--- src/rtl/countdown_pkg.sv ---
// Shared types and field layout for the MM:SS countdown timer.
package countdown_pkg;

  typedef enum logic [1:0] {
    IDLE,
    RUN,
    PAUSE,
    DONE
  } state_t;

  localparam logic [2:0] TENS_MAX = 3'd5;
  localparam logic [3:0] ONES_MAX = 4'd9;
  localparam int TENS_W = 3;
  localparam int ONES_W = 4;

  localparam int SO_LSB = 0;
  localparam int ST_LSB = 4;
  localparam int MO_LSB = 7;
  localparam int MT_LSB = 11;

  function automatic logic [13:0] clamp_val(
    input logic [13:0] v
  );
    logic [2:0] mt;
    logic [3:0] mo;
    logic [2:0] st;
    logic [3:0] so;
    mt = v[MT_LSB +: TENS_W];
    mo = v[MO_LSB +: ONES_W];
    st = v[ST_LSB +: TENS_W];
    so = v[SO_LSB +: ONES_W];
    if (mt > TENS_MAX) mt = TENS_MAX;
    if (mo > ONES_MAX) mo = ONES_MAX;
    if (st > TENS_MAX) st = TENS_MAX;
    if (so > ONES_MAX) so = ONES_MAX;
    return {mt, mo, st, so};
  endfunction

endpackage

--- src/rtl/countdown_timer_down_digit.sv ---
// One decrementing BCD digit with load clamp and borrow-out.
module down_digit #(
  parameter int W   = 4,
  parameter int MAX = 9
) (
  input  logic         clk,
  input  logic         reset,
  input  logic         load,
  input  logic [W-1:0] d,
  input  logic         dec,
  output logic [W-1:0] q,
  output logic         borrow
);

  localparam logic [W-1:0] MAXV = W'(MAX);

  assign borrow = dec & (q == '0);

  always_ff @(posedge clk or negedge reset) begin
    if (!reset) begin
      q <= '0;
    end else if (load) begin
      q <= (d > MAXV) ? MAXV : d;
    end else if (dec) begin
      q <= (q == '0) ? MAXV : q - 1'b1;
    end
  end

endmodule

--- src/rtl/countdown_timer.sv ---
// MM:SS countdown timer built from a chain of down_digit instances.
// Optional auto-reload on expiry: define COUNTDOWN_RELOAD_EN.
module countdown_timer
  import countdown_pkg::*;
#(
  parameter int TICK_DIV = 4
) (
  input  logic        clk,
  input  logic        reset,
  input  logic        load,
  input  logic [13:0] load_val,
  input  logic        start,
  input  logic        stop,
  output logic [13:0] q,
  output logic        running,
  output logic        zero,
  output logic        done
);

  localparam int PW = (TICK_DIV > 1) ? $clog2(TICK_DIV) : 1;
  localparam logic [PW-1:0] PMAX = PW'(TICK_DIV - 1);

  state_t        state_q;
  state_t        state_d;
  logic [PW-1:0] pre_q;
  logic [PW-1:0] pre_d;
  logic          done_q;

  logic          do_load;
  logic          tick;
  logic          expire;
  logic          reload_fire;
  logic          dig_ld;
  logic [13:0]   dig_d;
  logic [13:0]   reload_val;

  logic [2:0] mt;
  logic [3:0] mo;
  logic [2:0] st;
  logic [3:0] so;
  logic b_so;
  logic b_st;
  logic b_mo;
  logic b_mt;

  assign q       = {mt, mo, st, so};
  assign zero    = (q == 14'd0);
  assign running = (state_q == RUN);
  assign done    = done_q;

  assign do_load = load && (state_q != RUN);
  assign tick    = (state_q == RUN) && !stop && (pre_q == PMAX);
  assign expire  = tick && (q == 14'd1);

`ifdef COUNTDOWN_RELOAD_EN
  logic [13:0] reload_q;

  always_ff @(posedge clk or negedge reset) begin
    if (!reset) begin
      reload_q <= '0;
    end else if (do_load) begin
      reload_q <= clamp_val(load_val);
    end
  end

  assign reload_val  = reload_q;
  assign reload_fire = expire && (reload_q != 14'd0);
`else
  assign reload_val  = '0;
  assign reload_fire = 1'b0;
`endif

  assign dig_ld = do_load || reload_fire;
  assign dig_d  = do_load ? load_val : reload_val;

  always_comb begin
    state_d = state_q;
    unique case (state_q)
      IDLE: begin
        if (!load && !stop && start && !zero)
          state_d = RUN;
      end
      RUN: begin
        if (stop)
          state_d = PAUSE;
        else if (expire && !reload_fire)
          state_d = DONE;
      end
      PAUSE: begin
        if (load)
          state_d = IDLE;
        else if (!stop && start)
          state_d = RUN;
      end
      DONE: begin
        if (load)
          state_d = IDLE;
      end
      default: state_d = IDLE;
    endcase
  end

  // Prescaler restarts from zero whenever a fresh run begins.
  always_comb begin
    pre_d = pre_q;
    if (do_load)
      pre_d = '0;
    else if (state_q != PAUSE && state_q != RUN
             && state_d == RUN)
      pre_d = '0;
    else if (state_q == RUN && !stop)
      pre_d = (pre_q == PMAX) ? '0 : pre_q + 1'b1;
  end

  always_ff @(posedge clk or negedge reset) begin
    if (!reset) begin
      state_q <= IDLE;
      pre_q   <= '0;
      done_q  <= 1'b0;
    end else begin
      state_q <= state_d;
      pre_q   <= pre_d;
      done_q  <= expire;
    end
  end

  down_digit #(.W(ONES_W), .MAX(int'(ONES_MAX))) u_so (
    .clk    (clk),
    .reset  (reset),
    .load   (dig_ld),
    .d      (dig_d[SO_LSB +: ONES_W]),
    .dec    (tick),
    .q      (so),
    .borrow (b_so)
  );

  down_digit #(.W(TENS_W), .MAX(int'(TENS_MAX))) u_st (
    .clk    (clk),
    .reset  (reset),
    .load   (dig_ld),
    .d      (dig_d[ST_LSB +: TENS_W]),
    .dec    (b_so),
    .q      (st),
    .borrow (b_st)
  );

  down_digit #(.W(ONES_W), .MAX(int'(ONES_MAX))) u_mo (
    .clk    (clk),
    .reset  (reset),
    .load   (dig_ld),
    .d      (dig_d[MO_LSB +: ONES_W]),
    .dec    (b_st),
    .q      (mo),
    .borrow (b_mo)
  );

  down_digit #(.W(TENS_W), .MAX(int'(TENS_MAX))) u_mt (
    .clk    (clk),
    .reset  (reset),
    .load   (dig_ld),
    .d      (dig_d[MT_LSB +: TENS_W]),
    .dec    (b_mo),
    .q      (mt),
    .borrow (b_mt)
  );

  logic unused;
  assign unused = b_mt;

endmodule

--- config.mk ---
export PLATFORM = sky130hd
export DESIGN_NAME = countdown_timer
export DESIGN_NICKNAME = d
export VERILOG_FILES = /design/src/rtl/countdown_pkg.sv /design/src/rtl/countdown_timer_down_digit.sv /design/src/rtl/countdown_timer.sv
export SDC_FILE = /design/constraint.sdc
export NUM_CORES = 1
export LEC_CHECK = 0
export CAP_MARGIN = 20
export CORE_MARGIN = 2
export CORE_UTILIZATION = 40
export CTS_CLUSTER_SIZE = 40
export DETAILED_ROUTE_END_ITERATION = 7
export DONT_BUFFER_PORTS = 1
export PLACE_DENSITY = 0.55
export SYNTH_ARGS = -nofsm -noshare
export SYNTH_HDL_FRONTEND = slang
export SYNTH_SLANG_ARGS = --single-unit
--- constraint.sdc ---
create_clock -name clk -period 2.2 [get_ports clk]
set_clock_uncertainty 0.1 [all_clocks]
set_input_delay 0.44 -clock clk [delete_from_list [all_inputs] [get_ports clk]]
set_output_delay 0.44 -clock clk [all_outputs]
set_load 0.02 [all_outputs]
== Yosys cells after proc, flatten, opt, wreduce, memory -nomap -nowiden ==
Index checks and enable logic that the tools add are counted.

* Bits of input ports: 19
* Output and inout bits: 17
* RAM bits: 0
* Bits in read-only memories: 0
* Word-level logic and storage cells: 79
* Bits in latches: 0
* Flip-flop bits (word level): 19
* Memories kept: 0

* Reductions and logical operators: 24
* Bitwise logic cells: 3
* $add $sub $neg: 5
* Shifts and indexed selects: 0
* Multiplexer cells: 28
* Equal/unequal tests: 8
* $lt $le $gt $ge: 4
* Multipliers: 0
* Div/mod/pow operators: 0

{| class="wikitable"
|+ Operators by type and width
! kind !! count
|-
| 4-bit 2-to-1 mux || 8
|-
| 3-bit 2-to-1 mux || 8
|-
| 2-bit 2-to-1 mux || 10
|-
| 14-bit by 1-bit equality test with 1-bit output, second input constant || 1
|-
| 14-bit logical NOT || 1
|-
| 14-bit 2-to-1 mux || 1
|-
| 1-bit logical AND || 10
|-
| 4-bit greater-than comparator, second input constant || 2
|-
| 4-bit logical NOT || 2
|-
| 2-bit case mux with 4 select lines || 1
|-
| 2-bit nonzero test || 4
|-
| 4-bit by 1-bit subtractor with 4-bit output, second input constant || 2
|-
| 2-bit equality test, second input constant || 3
|-
| 3-bit greater-than comparator, second input constant || 2
|-
| 3-bit logical NOT || 2
|-
| 3-bit by 1-bit subtractor with 3-bit output, second input constant || 2
|-
| 2-bit by 1-bit equality test with 1-bit output, second input constant || 2
|-
| 1-bit AND || 3
|-
| 1-bit logical NOT || 3
|-
| 3-bit nonzero test || 1
|-
| 2-bit by 1-bit adder with 2-bit output, second input constant || 1
|-
| 2-bit logical NOT || 1
|-
| 2-bit by 1-bit inequality test with 1-bit output, second input constant || 1
|-
| 2-bit inequality test, second input constant || 1
|}

== Depth between registers and ports, before layout ==
Gate-level depths: netlist of run 1.

* Depth after elaboration: 11
* Gate-level depth with buffers: 8
* Mapped depth without buffers: 7

== Cells and area by module ==
From an unflattened synthesis of run 1, not the netlist that was laid out.

* Cell total of the unflattened synthesis: 151
* Area total of the unflattened synthesis: 1,486.4 µm²

{| class="wikitable"
|+ By module, submodules not included
! module !! cells each !! times used !! seq. area each (µm²) !! area each (µm²)
|-
| countdown_timer || 67 || 1 || 125.1 || 615.6
|-
| down_digit at u_mo ... || 23 || 2 || 100.1 || 245.2
|-
| down_digit at u_mt ... || 19 || 2 || 75.1 || 190.2
|}

== Worst setup path after synthesis of run 1 ==
Ideal clock, no wire load.

* Path type: register to register
* Start: reg state_q[1]
* End: reg u_mt.q[0]
* Arrival: 1,989 ps
* Clock period less this slack: 2,216 ps
* Slack: -16 ps
* Setup time: 128 ps
* Required time: 1,972 ps
* Path buffers: 0
* Stages on the path, launching flop included: 8
* Path through: dfrtp_1 inv_1 ha_1 and4bb_2 nand4b_4 or2_4 o21ai_4 mux2_1

* Longest elaborated chain between the ends: 7
* Elaborated cells on any way between the ends: 13
* Classes of those cells: order compare: 1; eq/ne: 2; mux: 3; bitwise: 3; reduce/logical: 4

{| class="wikitable"
|+ Ends and longest elaborated chain
! element !! RTL line !! source
|-
| start, declared || countdown_timer.sv:23 || <nowiki>state_t state_q;</nowiki>
|-
| start signal, assigned || countdown_timer.sv:121 || <nowiki>state_q <= state_d;</nowiki>
|-
| 2-bit by 1-bit equality test with 1-bit output || - ||
|-
| net running || countdown_timer.sv:15 || <nowiki>output logic running,</nowiki>
|-
| 1-bit logical AND (2 in a row) || countdown_timer.sv:52 || <nowiki>assign tick = (state_q == RUN) && !stop && (pre_q == PMAX);</nowiki>
|-
| 1-bit AND (3 in a row) || countdown_timer_down_digit.sv:17 || <nowiki>assign borrow = dec & (q == '0);</nowiki>
|-
| 2-bit nonzero test (no source line) || - ||
|-
| end signal, assigned || countdown_timer_down_digit.sv:23 || <nowiki>q <= (d > MAXV) ? MAXV : d;</nowiki>
|-
| end signal, assigned || countdown_timer_down_digit.sv:25 || <nowiki>q <= (q == '0) ? MAXV : q - 1'b1;</nowiki>
|-
| end, declared || countdown_timer_down_digit.sv:11 || <nowiki>output logic [W-1:0] q,</nowiki>
|}

The timed path passes the listed nets, and every way through them passes these cells.
A chain may end at the register's enable or synchronous reset.

== Final worst setup path of run 1 ==
* Start: reg state_q[1]
* End: reg u_mt.q[0]

* Longest elaborated chain between the ends: 7
* Elaborated cells on any way between the ends: 13
* Classes of those cells: order compare: 1; eq/ne: 2; mux: 3; bitwise: 3; reduce/logical: 4

{| class="wikitable"
|+ Ends and longest elaborated chain
! element
|-
| branches (longest 7 deep; another with 3-bit greater-than comparator)
|}

Several ways; the timed one is not identified.

==> results of run 1 <==
[worst reg2reg max path, stage by stage (launching register included)]
cell and delay (ns):
dfrtp_1 0.43, inv_1 0.09, ha_2 0.19, and4bb_2 0.29, nand4b_4 0.15, or2_4 0.28, o21ai_4 0.14, mux2_1 0.33
[state kept, by name (all words and copies together) (netlist names)]
| signal | cells |
|---|---|
| u_so.q | 4 |
| u_st.q | 3 |
| pre_q | 2 |
| done | 1 |
| u_mt.q | 3 |
| state_q | 2 |
| u_mo.q | 4 |
[stage by stage]
stage	power, uW	hold slack, ns
after global routing	2240	0.177
after floorplan	1480	0.0444
after CTS	2070	0.157
final	2060	0.158
after detailed placement	1860	0.0449
after global placement	1840	0.0448
[logic make-up (layout without fill, tap and decap cells)]
logic type | after synthesis | after routing | synth area share, %
AOI/OAI and AO/OA | 34 | 34 | 17.8
xor gates and xnor gates | 5 | 5 | 3.35
and+or+nand+nor | 60 | 60 | 28.4
adders and majority gates | 6 | 6 | 5.74
muxes | 6 | 6 | 4.68
buffers and inverters | 12 | 33 | 3.73
DFF | 19 | 19 | 36.3
[final cells by class]
| class | count | area, um2 |
|---|---|---|
| multi-input cells | 111 | 802 |
| repair buffers | 20 | 153 |
| clock buffers | 4 | 26.3 |
| fillers | 301 | 1530 |
| inverters | 9 | 33.8 |
| well taps | 44 | 55.1 |
| flip-flops and latches | 19 | 477 |
[power groups by stage]
| stage | registers (uW) | logic (uW) | clock network [uW] |
|---|---|---|---|
| floorplan | 838 | 642 | 0 |
| global placement | 682 | 1160 | 0 |
| detailed placement | 688 | 1180 | 0 |
| CTS | 688 | 1190 | 188 |
| global route | 722 | 1310 | 206 |
| finish | 702 | 1180 | 185 |
[path summary, 6_finish.rpt]
kind                                      start                    end  slack (ns)  depth (start not counted)
max                        state_q[1]$_DFF_PN0_  u_mt.q[0]$_DFFE_PN0P_        0.09                          7
min                                 load_val[6]  u_st.q[2]$_DFFE_PN0P_        0.16                          2
max reg2reg                state_q[1]$_DFF_PN0_  u_mt.q[0]$_DFFE_PN0P_        0.09                          7
min reg2reg                state_q[1]$_DFF_PN0_   state_q[1]$_DFF_PN0_        0.53                          2
max in group asynchronous                 reset  u_mt.q[2]$_DFFE_PN0P_        0.83                          1
min in group asynchronous                 reset  u_mo.q[1]$_DFFE_PN0P_        0.59                          1
[metal layers]
metal	track usage [%]	up-vias	routed length, um
li1	-	559	-
met5	0	-	0
met1	23.7	522	1370
met3	3.15	5	166
met4	5.59	0	38
met2	31.2	32	1520
[cells in the mapped netlist (2+ instances only)]
master     n
nand3b_1   4
a211oi_1   3
nor3_1     3
dfrtp_1   19
o21ai_0   11
inv_1      9
a22oi_1    3
nor2_1    12
mux2i_1    5
xnor2_1    3
xor2_1     2
nand2b_1   5
a221oi_1   2
nand2_1   11
clkbuf_1   2
nor2b_1    2
a21oi_1    6
nor4_1     4
nand3_1    4
ha_1       6
[what timing repair did]
action                                  4_1_cts  5_1_grt
setup buffers                                 0        2
hold endpoints to repair                     19        0
endpoints found under the setup margin        1        2
resized for setup                             1        2
gates cloned                                  0        0
hold buffers                                  1        0
==> results.txt, run 1 <==
outcome -> completed
Worst Path Required -> 2.30 ns
Ports -> 36
cell taking the most area after synthesis -> dfrtp_1
crit path DAT -> 2.21 ns
DP HPWL -> 2460 um
Root Buffer -> clkbuf_4
WL/cell -> 14.9 um
core area -> 0.00308 mm2
CP max FO -> 5
pre-CTS WS -> 0.0708 ns
clock slew at reported path FFs -> 0.11 ns
max-cap viol count -> 0
Post-DP Area -> 0.00148 mm2
vias in the first global route -> 1113
crit path kind -> reg2reg
HP Class -> in2reg
DRC viols -> 0
via count -> 1118
Die Footprint -> 0.00375 mm2
Worst Max-Slew Pin Slew -> 0.875 ns
DIE HEIGHT -> 61.2 um
Port Buf Inserts -> 0
pwr dens -> 1340 mW/mm2
Comb pwr share -> 57.1%
GR Util All Layers -> 18.3%
Setup Viol. Count Final -> 0
row count -> 20
share of layout cells above drive strength 1 -> 20.9%
Final Max Tran Viols -> 0
Rel. slew slack -> 41.5%
placed cell count -> 200
clock latency on the worst-skew pair -> 0.30 ns
setup TNS -> 0 ns
drt pass-1 iters -> 4
CTS tree -> yes
Critical Path End Type -> flip-flop
area delta synth->final -> 18.2%
fin crit period -> 2.11 ns
antenna-violating nets left -> 0
Max clock buf depth -> 2
Seq/Total Area, Yosys -> 36.3%
CP max-delay cell -> dfrtp_1
via-per-instance ratio -> 5.40
starting density of the core -> 42.5%
number of synthesized flops with an enable pin -> 0
most frequent cells in the layout -> buf_4, dfrtp_1, nor2_1
Cells after Synth -> 142
final WL -> 3090 um
drt first-iter violations -> 56
Final Wtd Congestion -> 0.823
Mapped Area -> 0.00131 mm2
Syn Area/Cell -> 9.22 um2
largest net degree at the start of global routing -> 20
Reg power frac -> 34.0%
grt total ovfl -> 0
Final Hold Viols -> 0
clock power share -> 9.0%
# nets final -> 189
Fmax -> 474 MHz
Final period util -> 95.9%
Post-Layout Cell Count -> 207
commonest non-fill, non-tap cell in the layout -> buf_4
Mapped Nets -> 167
post-synthesis register bit count -> 19
cell family with most CP delay -> simple AND/OR/NAND/NOR gates
Pleak -> 0.000662 uW
TritonCTS Sinks -> 19
n_diodes -> 0
Critical Path Start Type -> flip-flop
cts bufs inserted -> 3
synthesis warning total -> 0
Synth top area share -> 36.3%
first-pass GRT wire length -> 5060 um
Sw Ratio -> 48.2%
critical path's largest stage delay -> 0.43 ns
Psw -> 995 uW
Power Internal -> 1070 uW
initial antenna violation count -> 0
Final Cell Area -> 0.00155 mm2
commonest register cell after synthesis -> dfrtp_1
critical path cell sequence -> inv_1 -> ha_2 -> and4bb_2 -> nand4b_4 -> or2_4 -> o21ai_4 -> mux2_1
htree depth -> 1
die width -> 61.2 um
count of cell types in the netlist -> 46
ys async rst share -> 100%
Setup WS post-layout -> 0.0909 ns
Crit path buffers/inverters -> 1
top cells by area, synth -> dfrtp_1, ha_1, o21ai_0, mux2i_1, nor2_1
worst vdd ir -> 0.614 mV
utilization after layout -> 50.2%
No activity file was read; power rests on OpenSTA's default activity.
==> run 2: changes to the inputs <==
Settings changed: SKIP_CTS_REPAIR_TIMING set to 1.
==> run 2 against run 1 <==
Effect of this change: hold slack lost 0.00058 ns; critical path depth shrank 4; sequential cell count is the same; total power shrank 0.66%; utilization shrank 0.20 points; combinational power is essentially flat; global-route usage is the same; routed wire length grew 0.19%; clock-buffer cell count is the same; die area is the same; maximum frequency shrank 0.30%; critical path type is now reg2out.
==> results.txt, run 2 (synthesis gave the netlist of run 1 again) <==
core area -> 0.00308 mm2
most frequent cells in the layout -> buf_4, dfrtp_1, nor2_1
FF-to-FF Start -> state_q[1]$_DFF_PN0_
Final Hold Viols -> 0
largest net degree at the start of global routing -> 20
Critical Path Start Type -> flip-flop
outcome -> completed
DRC viols -> 0
critical path's largest stage delay -> 0.50 ns
Comb pwr share -> 57.3%
HP Class -> in2reg
first-pass GRT wire length -> 5060 um
Critical Path End Type -> output pin
area used by multi-input combinational logic -> 796 um2
htree depth -> 1
Final Cell Area -> 0.00154 mm2
Worst Max-Slew Pin Slew -> 0.880 ns
CTS tree -> yes
initial antenna violation count -> 0
Worst Path Required -> 1.66 ns
cts bufs inserted -> 3
Hold EP -> u_st.q[2]$_DFFE_PN0P_
commonest non-fill, non-tap cell in the layout -> buf_4
GR Util All Layers -> 18.3%
placed cell count -> 200
Final Wtd Congestion -> 0.823
Ports -> 36
DIE HEIGHT -> 61.2 um
area delta synth->final -> 17.7%
Worst Reg-to-Reg Cells -> 7
row count -> 20
WL/cell -> 15.0 um
clock slew at reported path FFs -> 0.11 ns
Max clock buf depth -> 2
Overall Power -> 2050 uW
Hold Startpoint -> load_val[6]
Port Buf Inserts -> 0
max-cap viol count -> 0
clock latency on the worst-skew pair -> 0.30 ns
Psw -> 985 uW
flip-flop and latch area -> 477 um2
reg2reg end -> u_mt.q[0]$_DFFE_PN0P_
final WL -> 3100 um
CP max-delay cell -> dfrtp_2
crit path kind -> reg2out
critical path cell sequence -> nor4_2 -> and4_4 -> buf_4
Pleak -> 0.000662 uW
Fmax -> 473 MHz
fillers -> 303
TritonCTS Sinks -> 19
drt first-iter violations -> 44
starting density of the core -> 42.5%
Sw Ratio -> 48.0%
Final Max Tran Viols -> 0
fin crit period -> 2.12 ns
n_diodes -> 0
Root Buffer -> clkbuf_4
Rel. slew slack -> 41.1%
Post-Layout Cell Count -> 207
vias in the first global route -> 1109
Setup Viol. Count Final -> 0
clock power share -> 9.0%
Worst R2R Setup Slack -> 0.09 ns
grt total ovfl -> 0
worst vdd ir -> 0.614 mV
Die Footprint -> 0.00375 mm2
biggest regs -> u_mo.q (4), u_so.q (4)
Post-DP Area -> 0.00148 mm2
via count -> 1122
Reg power frac -> 33.6%
Final period util -> 96.2%
Power Internal -> 1070 uW
DP HPWL -> 2460 um
hold path depth -> 2
via-per-instance ratio -> 5.42
die width -> 61.2 um
CP max FO -> 4
pwr dens -> 1330 mW/mm2
share of layout cells above drive strength 1 -> 21.5%
antenna-violating nets left -> 0
crit path DAT -> 1.58 ns
# nets final -> 189
drt pass-1 iters -> 4
[run 2: cell types whose count changed in the layout (fill, tap and decap cells not counted)]
| cell | previous run | this run |
|---|---|---|
| and4_1 | 1 | 0 |
| and4_4 | 0 | 1 |
| nor4_2 | 1 | 2 |
| nor4_4 | 1 | 0 |
[run 2: cell type report]
type	count	share of cell area, %
inverter	9	2.19
tap	44	3.57
timing repair buffer	20	9.91
sequential	19	31.0
multi-input combinational	111	51.7
clock buffer	4	1.71
[run 2: layer usage]
metal / routed length (um) / GRT usage, % / vias to the layer above
met4: 38 / 5.59 / 0
met5: 0 / 0 / -
met1: 1370 / 23.7 / 525
met3: 168 / 3.15 / 5
li1: - / - / 560
met2: 1530 / 31.2 / 32
[run 2: stage by stage]
step / hold slack [ns] / setup TNS [ns] / setup slack, ns / utilization [%]
after floorplan: 0.0444 / 0 / 0.0667 / -
after global placement: 0.0448 / 0 / 0.134 / 48.0
after detailed placement: 0.0449 / 0 / 0.0708 / 48.0
after CTS: -0.294 / -0.0325 / -0.0325 / 48.9
after global routing: 0.177 / -0.0157 / -0.0146 / 50.0
final: 0.157 / 0 / 0.0846 / 50.0
[run 2: critical path, delay by kind of cell, from the launching register on]
kind / cells / cell delay, ns
AND/OR/NAND/NOR: 2 / 0.63
flip-flops: 1 / 0.50
buffers and inverters: 1 / 0.14
[run 2: worst max-delay path by stage]
stage,from,to,slack (ns),cells after the start
6_report,u_mt.q[2]$_DFFE_PN0P_,zero,0.08,3
5_1_grt,u_mt.q[2]$_DFFE_PN0P_,zero,-0.01,3
4_1_cts,u_mt.q[2]$_DFFE_PN0P_,zero,-0.03,3
3_5_place_dp,state_q[1]$_DFF_PN0_,u_mt.q[0]$_DFFE_PN0P_,0.07,7
3_3_place_gp,state_q[1]$_DFF_PN0_,u_mt.q[0]$_DFFE_PN0P_,0.13,7
2_1_floorplan,state_q[1]$_DFF_PN0_,u_mt.q[0]$_DFFE_PN0P_,0.07,7
[run 2: power by group through the flow]
| stage | logic, uW | registers, uW | clock network (uW) |
|---|---|---|---|
| global placement | 1160 | 682 | 0 |
| detailed placement | 1180 | 688 | 0 |
| finish | 1180 | 690 | 185 |
| global route | 1310 | 709 | 206 |
| CTS | 1180 | 682 | 188 |
| floorplan | 642 | 838 | 0 |
